==> src/rtl/scan_seq_pkg.sv <==
// Shared types for the scan sequencer: FSM state encoding and bit-counter sizing.
// No logic; imported by scan_seq_ctrl.
package scan_seq_pkg;

   typedef enum logic [2:0] {
      S_IDLE,
      S_LOAD,
      S_CAPTURE,
      S_UNLOAD,
      S_DONE
   } scan_state_t;

   // Wide enough to hold 0..CHAIN_LEN.
   function automatic int cnt_w(input int n);
      return (n < 1) ? 1 : $clog2(n + 1);
   endfunction

endpackage

==> src/rtl/scan_shift_reg.sv <==
// Parallel-load shift register, shifting toward the MSB with serial input at bit 0.
// Latency: one cycle per load or shift; load has priority over shift; no backpressure.
module scan_shift_reg #(
   parameter int W = 3
) (
   input  logic         clk,
   input  logic         n_reset,
   input  logic         load,
   input  logic [W-1:0] load_val,
   input  logic         shift,
   input  logic         sin,
   output logic [W-1:0] q
);

   logic [W-1:0] q_q;
   logic [W-1:0] q_d;

   always_comb begin
      q_d = q_q;
      if (load) begin
         q_d = load_val;
      end else if (shift) begin
         q_d    = q_q << 1;
         q_d[0] = sin;
      end
   end

   always_ff @(posedge clk or negedge n_reset) begin
      if (!n_reset) begin
         q_q <= '0;
      end else begin
         q_q <= q_d;
      end
   end

   assign q = q_q;

endmodule

==> src/rtl/scan_seq_ctrl.sv <==
// Mux-D scan sequencer: load pattern MSB-first, one capture cycle, unload and compare.
// Latency start->done 2*CHAIN_LEN+1 cycles; start ignored while busy. SCAN_FAIL_CNT_EN adds fail_cnt.
module scan_seq_ctrl
   import scan_seq_pkg::*;
#(
   parameter int CHAIN_LEN = 3,
   parameter int PI_W      = 3
) (
   input  logic                 clk,
   input  logic                 n_reset,
   input  logic                 start,
   input  logic [CHAIN_LEN-1:0] pat_in,
   input  logic [PI_W-1:0]      pi_in,
   input  logic [CHAIN_LEN-1:0] exp_in,
   output logic                 busy,
   output logic                 done,
   output logic                 pass,
   output logic [CHAIN_LEN-1:0] resp_out,
   output logic                 scan_m,
   output logic                 scan_i,
   input  logic                 scan_o,
   output logic [PI_W-1:0]      pi_out
`ifdef SCAN_FAIL_CNT_EN
   ,
   output logic [7:0]           fail_cnt
`endif
);

   localparam int CW = cnt_w(CHAIN_LEN);
   localparam logic [CW-1:0] LAST = CW'(CHAIN_LEN - 1);

   scan_state_t state_q, state_d;
   logic [CW-1:0]        cnt_q, cnt_d;
   logic                 busy_q, busy_d;
   logic                 done_q, done_d;
   logic                 pass_q, pass_d;
   logic                 scan_m_q, scan_m_d;
   logic [PI_W-1:0]      pi_out_q, pi_out_d;
   logic [PI_W-1:0]      pi_q, pi_d;
   logic [CHAIN_LEN-1:0] exp_q, exp_d;
   logic [CHAIN_LEN-1:0] resp_q, resp_d;

   logic                 ser_load, ser_shift;
   logic                 des_load, des_shift;
   logic [CHAIN_LEN-1:0] ser_q, des_q, des_nxt;
   logic                 ser_unused;

   // Serialiser shifts in zeros, so its MSB is already 0 once the pattern is out.
   scan_shift_reg #(.W(CHAIN_LEN)) u_ser (
      .clk      (clk),
      .n_reset  (n_reset),
      .load     (ser_load),
      .load_val (pat_in),
      .shift    (ser_shift),
      .sin      (1'b0),
      .q        (ser_q)
   );

   scan_shift_reg #(.W(CHAIN_LEN)) u_des (
      .clk      (clk),
      .n_reset  (n_reset),
      .load     (des_load),
      .load_val ('0),
      .shift    (des_shift),
      .sin      (scan_o),
      .q        (des_q)
   );

   assign ser_unused = ^ser_q;

   always_comb begin
      des_nxt    = des_q << 1;
      des_nxt[0] = scan_o;
   end

   always_comb begin
      state_d   = state_q;
      cnt_d     = cnt_q;
      busy_d    = 1'b0;
      done_d    = 1'b0;
      scan_m_d  = 1'b0;
      pi_out_d  = '0;
      pass_d    = pass_q;
      resp_d    = resp_q;
      pi_d      = pi_q;
      exp_d     = exp_q;
      ser_load  = 1'b0;
      ser_shift = 1'b0;
      des_load  = 1'b0;
      des_shift = 1'b0;
      unique case (state_q)
         S_IDLE: begin
            if (start) begin
               state_d  = S_LOAD;
               cnt_d    = '0;
               busy_d   = 1'b1;
               scan_m_d = 1'b1;
               pi_d     = pi_in;
               exp_d    = exp_in;
               ser_load = 1'b1;
               des_load = 1'b1;
               pass_d   = 1'b0;
               resp_d   = '0;
            end
         end
         S_LOAD: begin
            busy_d    = 1'b1;
            ser_shift = 1'b1;
            if (cnt_q == LAST) begin
               state_d  = S_CAPTURE;
               pi_out_d = pi_q;
            end else begin
               cnt_d    = cnt_q + CW'(1);
               scan_m_d = 1'b1;
            end
         end
         S_CAPTURE: begin
            state_d  = S_UNLOAD;
            cnt_d    = '0;
            busy_d   = 1'b1;
            scan_m_d = 1'b1;
         end
         S_UNLOAD: begin
            des_shift = 1'b1;
            if (cnt_q == LAST) begin
               state_d = S_DONE;
               done_d  = 1'b1;
               resp_d  = des_nxt;
               pass_d  = (des_nxt == exp_q);
            end else begin
               cnt_d    = cnt_q + CW'(1);
               busy_d   = 1'b1;
               scan_m_d = 1'b1;
            end
         end
         S_DONE: begin
            state_d = S_IDLE;
         end
         default: begin
            state_d = S_IDLE;
         end
      endcase
   end

   always_ff @(posedge clk or negedge n_reset) begin
      if (!n_reset) begin
         state_q  <= S_IDLE;
         cnt_q    <= '0;
         busy_q   <= 1'b0;
         done_q   <= 1'b0;
         pass_q   <= 1'b0;
         scan_m_q <= 1'b0;
         pi_out_q <= '0;
         pi_q     <= '0;
         exp_q    <= '0;
         resp_q   <= '0;
      end else begin
         state_q  <= state_d;
         cnt_q    <= cnt_d;
         busy_q   <= busy_d;
         done_q   <= done_d;
         pass_q   <= pass_d;
         scan_m_q <= scan_m_d;
         pi_out_q <= pi_out_d;
         pi_q     <= pi_d;
         exp_q    <= exp_d;
         resp_q   <= resp_d;
      end
   end

   assign busy     = busy_q;
   assign done     = done_q;
   assign pass     = pass_q;
   assign resp_out = resp_q;
   assign scan_m   = scan_m_q;
   assign scan_i   = ser_q[CHAIN_LEN-1];
   assign pi_out   = pi_out_q;

`ifdef SCAN_FAIL_CNT_EN
   logic [7:0] fail_cnt_q, fail_cnt_d;

   always_comb begin
      fail_cnt_d = fail_cnt_q;
      if (done_d && !pass_d && (fail_cnt_q != 8'hFF)) begin
         fail_cnt_d = fail_cnt_q + 8'd1;
      end
   end

   always_ff @(posedge clk or negedge n_reset) begin
      if (!n_reset) begin
         fail_cnt_q <= '0;
      end else begin
         fail_cnt_q <= fail_cnt_d;
      end
   end

   assign fail_cnt = fail_cnt_q;
`endif

endmodule

==> config.mk <==
export PLATFORM = sky130hd
export DESIGN_NAME = scan_seq_ctrl
export DESIGN_NICKNAME = d
export VERILOG_FILES = /design/src/rtl/scan_seq_pkg.sv /design/src/rtl/scan_shift_reg.sv /design/src/rtl/scan_seq_ctrl.sv
export SDC_FILE = /design/constraint.sdc
export NUM_CORES = 1
export LEC_CHECK = 0
export CORE_ASPECT_RATIO = 1.2
export CORE_MARGIN = 3
export CORE_UTILIZATION = 46
export CTS_BUF_LIST = sky130_fd_sc_hd__clkbuf_4
export CTS_CLUSTER_DIAMETER = 200
export DETAILED_ROUTE_END_ITERATION = 7
export GPL_TIMING_DRIVEN = 0
export PLACE_DENSITY_LB_ADDON = 0.05
export RECOVER_POWER = 100
export SLEW_MARGIN = 5
export SYNTH_ARGS = -nofsm -noshare
export SYNTH_HDL_FRONTEND = slang
export SYNTH_SLANG_ARGS = --single-unit
export TNS_END_PERCENT = 50
==> constraint.sdc <==
create_clock -name clk -period 1.7 [get_ports clk]
set_input_delay 0.34 -clock clk [delete_from_list [all_inputs] [get_ports clk]]
set_output_delay 0.34 -clock clk [all_outputs]
set_load 0.03 [all_outputs]
Yosys cells after proc, flatten, opt, wreduce, memory -nomap -nowiden --
Cells that the tools add are included.
Storage, ports and cells: flip-flop bits (word level) 26, bits in latches 0, memory bits (writable) 0, ROM bits 0, bits of input ports 13, memories 0
Cells by class: $add $sub $neg 1, multiply operators 0, div/mod/pow operators 0, order comparisons 0, equal/unequal tests 9, shift-type cells 0, mux-type cells 28, bitwise operators 0, reductions and logical operators 11
Operators with widths (count):
- $mux 3 | 9
- $pmux 3 s4 | 1
- $mux 1 | 9
- $reduce_and 3->1 | 3
- $mux 2 | 4
- $ne 2x2->1 const B | 4
- $eq 3x2->1 const B | 2
- $pmux 1 s3 | 2
- $pmux 2 s3 | 1
- $pmux 3 s2 | 1
- $reduce_bool 2->1 | 3
- $reduce_or 2->1 | 2
- $eq 3x1->1 const B | 1
- $eq 3x3->1 | 1
- $logic_not 3->1 | 1
- $reduce_bool 3->1 | 1
- $add 2x1->2 const B | 1
- $eq 2x2->1 const B | 1
- $pmux 1 s2 | 1
- $reduce_and 2->1 | 1

Depth between registers and ports, before layout --
Gate-level depths: netlist of run 1.
depth after elaboration 4, mapped depth 7, depth with buffers taken out 5

Modules after synthesis --
From an unflattened synthesis of run 1, not the netlist that was laid out.
Unflattened totals: cells, all modules 95, area total of the unflattened synthesis 1149.9 µm²
Modules (own cells, without submodules):
- scan_seq_ctrl | times used 1, cells an instance 71, area each 887.1 µm², seq. area each 525.5 µm²
- scan_shift_reg | times used 2, cells an instance 12, area each 131.4 µm², seq. area each 75.1 µm²

Worst setup path after synthesis of run 1 --
No wires, ideal clock.
path kind register -> register, start reg cnt_q[0], end reg pass_q, in the netlist pass, data arrival time 1.460 ns, setup slack 0.119 ns, cell stages (with the launch flop) 8, path buffers 2, cells stage by stage dfrtp_1 > inv_1 > ha_1 > buf_2 > and4b_2 > clkbuf_1 > nor2_1 > a22o_2
Between the ends: longest elaborated chain between the ends 3
RTL lines:
- start, declared | RTL line scan_seq_ctrl.sv:33 | logic [CW-1:0] cnt_q, cnt_d;
- start signal, assigned | RTL line scan_seq_ctrl.sv:159 | cnt_q <= cnt_d;
- $eq 2x2->1 | RTL line scan_seq_ctrl.sv:125 | if (cnt_q == LAST) begin
- $ne 2x2->1 (no source line)
- $reduce_and 3->1 (no source line)
- end signal, assigned | RTL line scan_seq_ctrl.sv:162 | pass_q <= pass_d;
- end, declared | RTL line scan_seq_ctrl.sv:36 | logic pass_q, pass_d;
Every way passes these cells. A chain may end at the register's enable or synchronous reset.

Worst setup path after layout of run 1 --
start in start, end reg u_ser.q_q[0], in the netlist u_ser.q[0]
Between the ends: longest elaborated chain between the ends 3
RTL lines:
- start, declared | RTL line scan_seq_ctrl.sv:11 | input logic start,
- $mux 1 * | RTL line scan_seq_ctrl.sv:93 | if (start) begin
- $mux 1 * | RTL line scan_seq_ctrl.sv:91 | unique case (state_q)
- $mux 3 / $reduce_bool 2->1 (equally long branches)
- end signal, assigned | RTL line scan_shift_reg.sv:32 | q_q <= q_d;
- end, declared | RTL line scan_shift_reg.sv:15 | logic [W-1:0] q_q;
Every way passes the cells marked *; elsewhere a longest branch is shown, timed or not.

==> results of run 1 <==
## kinds of logic after synthesis
group | Yosys count | share of synthesized area (%)
buffers and inverters | 7 | 3.50
adders and majority gates | 1 | 1.13
DFF | 26 | 58.8
AOI/OAI and AO/OA | 19 | 13.8
and+or+nand+nor | 21 | 12.7
muxes | 7 | 7.01
xor gates and xnor gates | 4 | 3.16
## area by class of cell
class / count / share of cell area, %
buffer: 4 / 2.03
clock buffer: 3 / 1.66
inverter: 2 / 0.554
multi-input combinational: 52 / 30.2
sequential: 26 / 48.0
tap: 30 / 2.77
timing repair buffer: 25 / 14.9
## power by group through the flow
stage	Combinational [µW]	Sequential, µW	Clock [µW]
finish	1080	1030	251
global route	1190	1070	285
CTS	1140	1040	261
detailed placement	1170	1050	0
global placement	1140	1040	0
floorplan	666	1190	0
## state kept, by name, summed over array words and instances, names as in the netlist
signal	flops
exp_q	3
pi_out	3
pi_q	3
resp_out	3
state_q	3
u_ser.q	3
cnt_q	2
u_des.q	2
busy	1
done	1
pass	1
scan_m	1
## stage by stage
| step | setup TNS, ns | util, % |
|---|---|---|
| 6_report | 0 | 62.7 |
| 5_1_grt | 0 | 62.7 |
| 4_1_cts | 0 | 64.9 |
| 3_5_place_dp | -5.60 | 63.6 |
| 3_3_place_gp | -4.73 | 63.6 |
| 2_1_floorplan | 0 | - |
## worst paths after layout
kind / to / slack, ns / depth (start not counted)
min: pi_q[2]$_DFFE_PN0P_ / 0.51 / 1
min reg2reg: pi_q[2]$_DFFE_PN0P_ / 0.51 / 1
min in group asynchronous: cnt_q[0]$_DFFE_PN0P_ / 0.69 / 1
max in group asynchronous: resp_out[1]$_DFFE_PN0P_ / 0.33 / 1
max reg2reg: pass$_DFFE_PN0P_ / 0.12 / 6
max: u_ser.q[0]$_DFFE_PN0P_ / 0.10 / 6
## synthesized netlist by cell type
cell,n
a31oi_1,2
nor3_1,2
nor3b_1,1
clkbuf_1,2
o21ai_0,2
nand2_1,2
and3_1,3
buf_2,2
o22ai_1,1
a211oi_1,2
a22oi_1,2
dfrtp_1,26
or2_2,1
o22a_1,2
ha_1,1
a2bb2oi_1,2
a22o_2,5
nor4b_4,1
and4b_2,2
or3b_2,1
mux2_2,6
xor2_1,4
inv_1,2
clkbuf_8,1
nor2_1,6
a311oi_1,1
mux2i_1,1
nor2b_1,2
## timing repair
action / CTS / global route
endpoints found under the setup margin: 15 / 6
resized for setup: 5 / 6
setup buffers: 2 / 0
## layer usage
metal | GRT usage [%] | up-vias | wire, µm
met5 | 0 | - | 0
met4 | 6.92 | 0 | 29
met3 | 3.24 | 4 | 78
met2 | 22.6 | 17 | 850
met1 | 19.5 | 362 | 935
li1 | - | 363 | -
## critical path: cells and delay by family
kind                   cells  cell delay [ns]
AO/OA/AOI/OAI              1             0.22
buffers and inverters      3             0.95
AND/OR/NAND/NOR            2             0.28
==> summary.md, run 1 <==
| Metric | Value |
|---|---|
| Worst IR Drop VDD | 821 µV |
| Total CTS buffers | 3 |
| Sequence of cells on the critical path | clkdlybuf4s50_1, nor4b_2, buf_4, buf_4, nor2_1, a22o_2 |
| Setup ws final | 0.102 ns |
| Leakage power total | 0.000627 µW |
| Multi-input gate area in the final layout | 409 µm² |
| Sequential power share | 43.6% |
| Dpl cells | 138 |
| Full die area | 3030 µm² |
| Net Sw Power | 898 µW |
| Standard cell core area | 2160 µm² |
| Post-layout total power | 2360 µW |
| Pwr per Cell Area | 1740 nW/µm² |
| Fin crit period | 1.60 ns |
| Part of the total power dissipated in combinational logic | 45.8% |
| Vias per cell | 5.25 |
| Number of H-tree levels | 1 |
| Hold buffers post-CTS | 0 |
| Clk pwr share | 10.7% |
| Max-slew violations | 0 |
| Setup clock skew after layout | 0.00506 ns |
| Area used by sequential logic in the layout | 651 µm² |
| Worst endpoint data arrival time | 1.81 ns |
| Layout cells sized above 1 | 21.4% |
| Cell Area, Placed | 1380 µm² |
| Fraction of power spent switching nets | 38.1% |
| Layout net count | 128 |
| Type of origin of the critical path | primary input |
| First-pass GRT wire length | 3270 µm |
| Crit Path Class | in -> reg |
| Via count of the first global-routing pass | 742 |
| Min-Delay Startpoint | pi_q[2]$_DFFE_PN0P_ |
| Top area cells in the synthesized netlist | dfrtp_1, mux2_2, a22o_2, xor2_1, nor4b_4 |
| Final standard cell area without fillers | 1360 µm² |
| Clock latency on the worst-skew pair | 0.31 ns |
| Internal portion of total power | 1460 µW |
| Die Span Y | 59.7 µm |
| Yosys Warn Count | 0 |
| Total overflow reported by the global router | 0 |
| Hold Slack | 0.514 ns |
| Count of port buffers added during placement | 23 |
| Sequential area share after synthesis | 58.8% |
| Top cell by count, worst path | buf_4 |
| Flip-flop and latch count after synthesis | 26 |
| CTS tree | yes |
| Count of clock tree sinks | 26 |
| Clk slew on worst S/H paths | 0.13 ns |
| Synthesized cell area | 1110 µm² |
| Tightest Pin Transition | 1.14 ns |
| Number of DRC markers after the initial detailed-route iteration | 18 |
| Count of maximum capacitance violations | 0 |
| Worst-case clock buffer depth | 2 |
| Maximum number of pins on one net before global-route repair | 27 |
| Number of hold violations in the final report | 0 |
| Net count of the mapped netlist | 99 |
| Run status | finished, final reports clean |
| Overall track demand over capacity in global routing | 14.6% |
| Number of distinct standard cells referenced by the synthesized netlist | 28 |
| Antenna Nets Post-Route | 0 |
| # diodes | 0 |
| Fmax | 626 MHz |
| Detailed-route via count | 746 |
| Total wire length after detailed routing | 1890 µm |
| Fraction of synthesized cell area taken by the top area cell type | 58.8% |
| Die width | 50.8 µm |
| Type of the worst min-delay path | reg -> reg |
| Period utilization | 94.0% |
| Layout overhead on the synthesized area | 22.5% |
| Worst Setup SP | start |
| Post-Layout Cell Count | 142 |
| Number of DRC violations after detailed routing | 0 |
| Library cell occupying the most area in the post-synthesis netlist | dfrtp_1 |
| Commonest non-fill, non-tap cells in the layout | dfrtp_1, clkdlybuf4s50_1, clkbuf_1 |
| Initial antenna violation count | 0 |
| Last weighted congestion value of the routability-driven placer | 0.759 |
| Required time at the endpoint of the critical path | 1.91 ns |
| Reg-to-Reg Start | cnt_q[0]$_DFFE_PN0P_ |
| Top-level I/O count | 24 |
| Number of standard cells after synthesis | 85 |
| Number of failing setup endpoints in the final timing report | 0 |
| Slowest-stage cell, CP | clkdlybuf4s50_1 |
| Layout filler cell count | 201 |
| Number of rows created at floorplan | 18 |
| Initial DRT Pass Iterations | 4 |
| Minimum setup slack after placement | -0.456 ns |
| Initial core utilization | 51.2% |
| Worst-path maximum fanout | 8 |
| Setup repair after global routing missed its margin | false |
| Clk Tree Root Cell | clkbuf_4 |
| Average wire per standard cell | 13.3 µm |
| Most frequent standard cell in the layout excluding fill and tap cells | dfrtp_1 |
| Maximum cell stage delay along the critical path | 0.63 ns |
| Average instance area after synthesis | 13.0 µm² |
| Relative slew margins | 23.6% |
| Detailed placement HPWL | 1360 µm |
| Kind of capture point of the worst setup path | register |
No activity file was read; power rests on OpenSTA's default activity.
==> inputs of run 2 (changes only) <==
HOLD_SLACK_MARGIN = 0.1   (was unset)
==> results of run 2 <==
The final DEF is identical to that of run 1; final timing and power are the same.
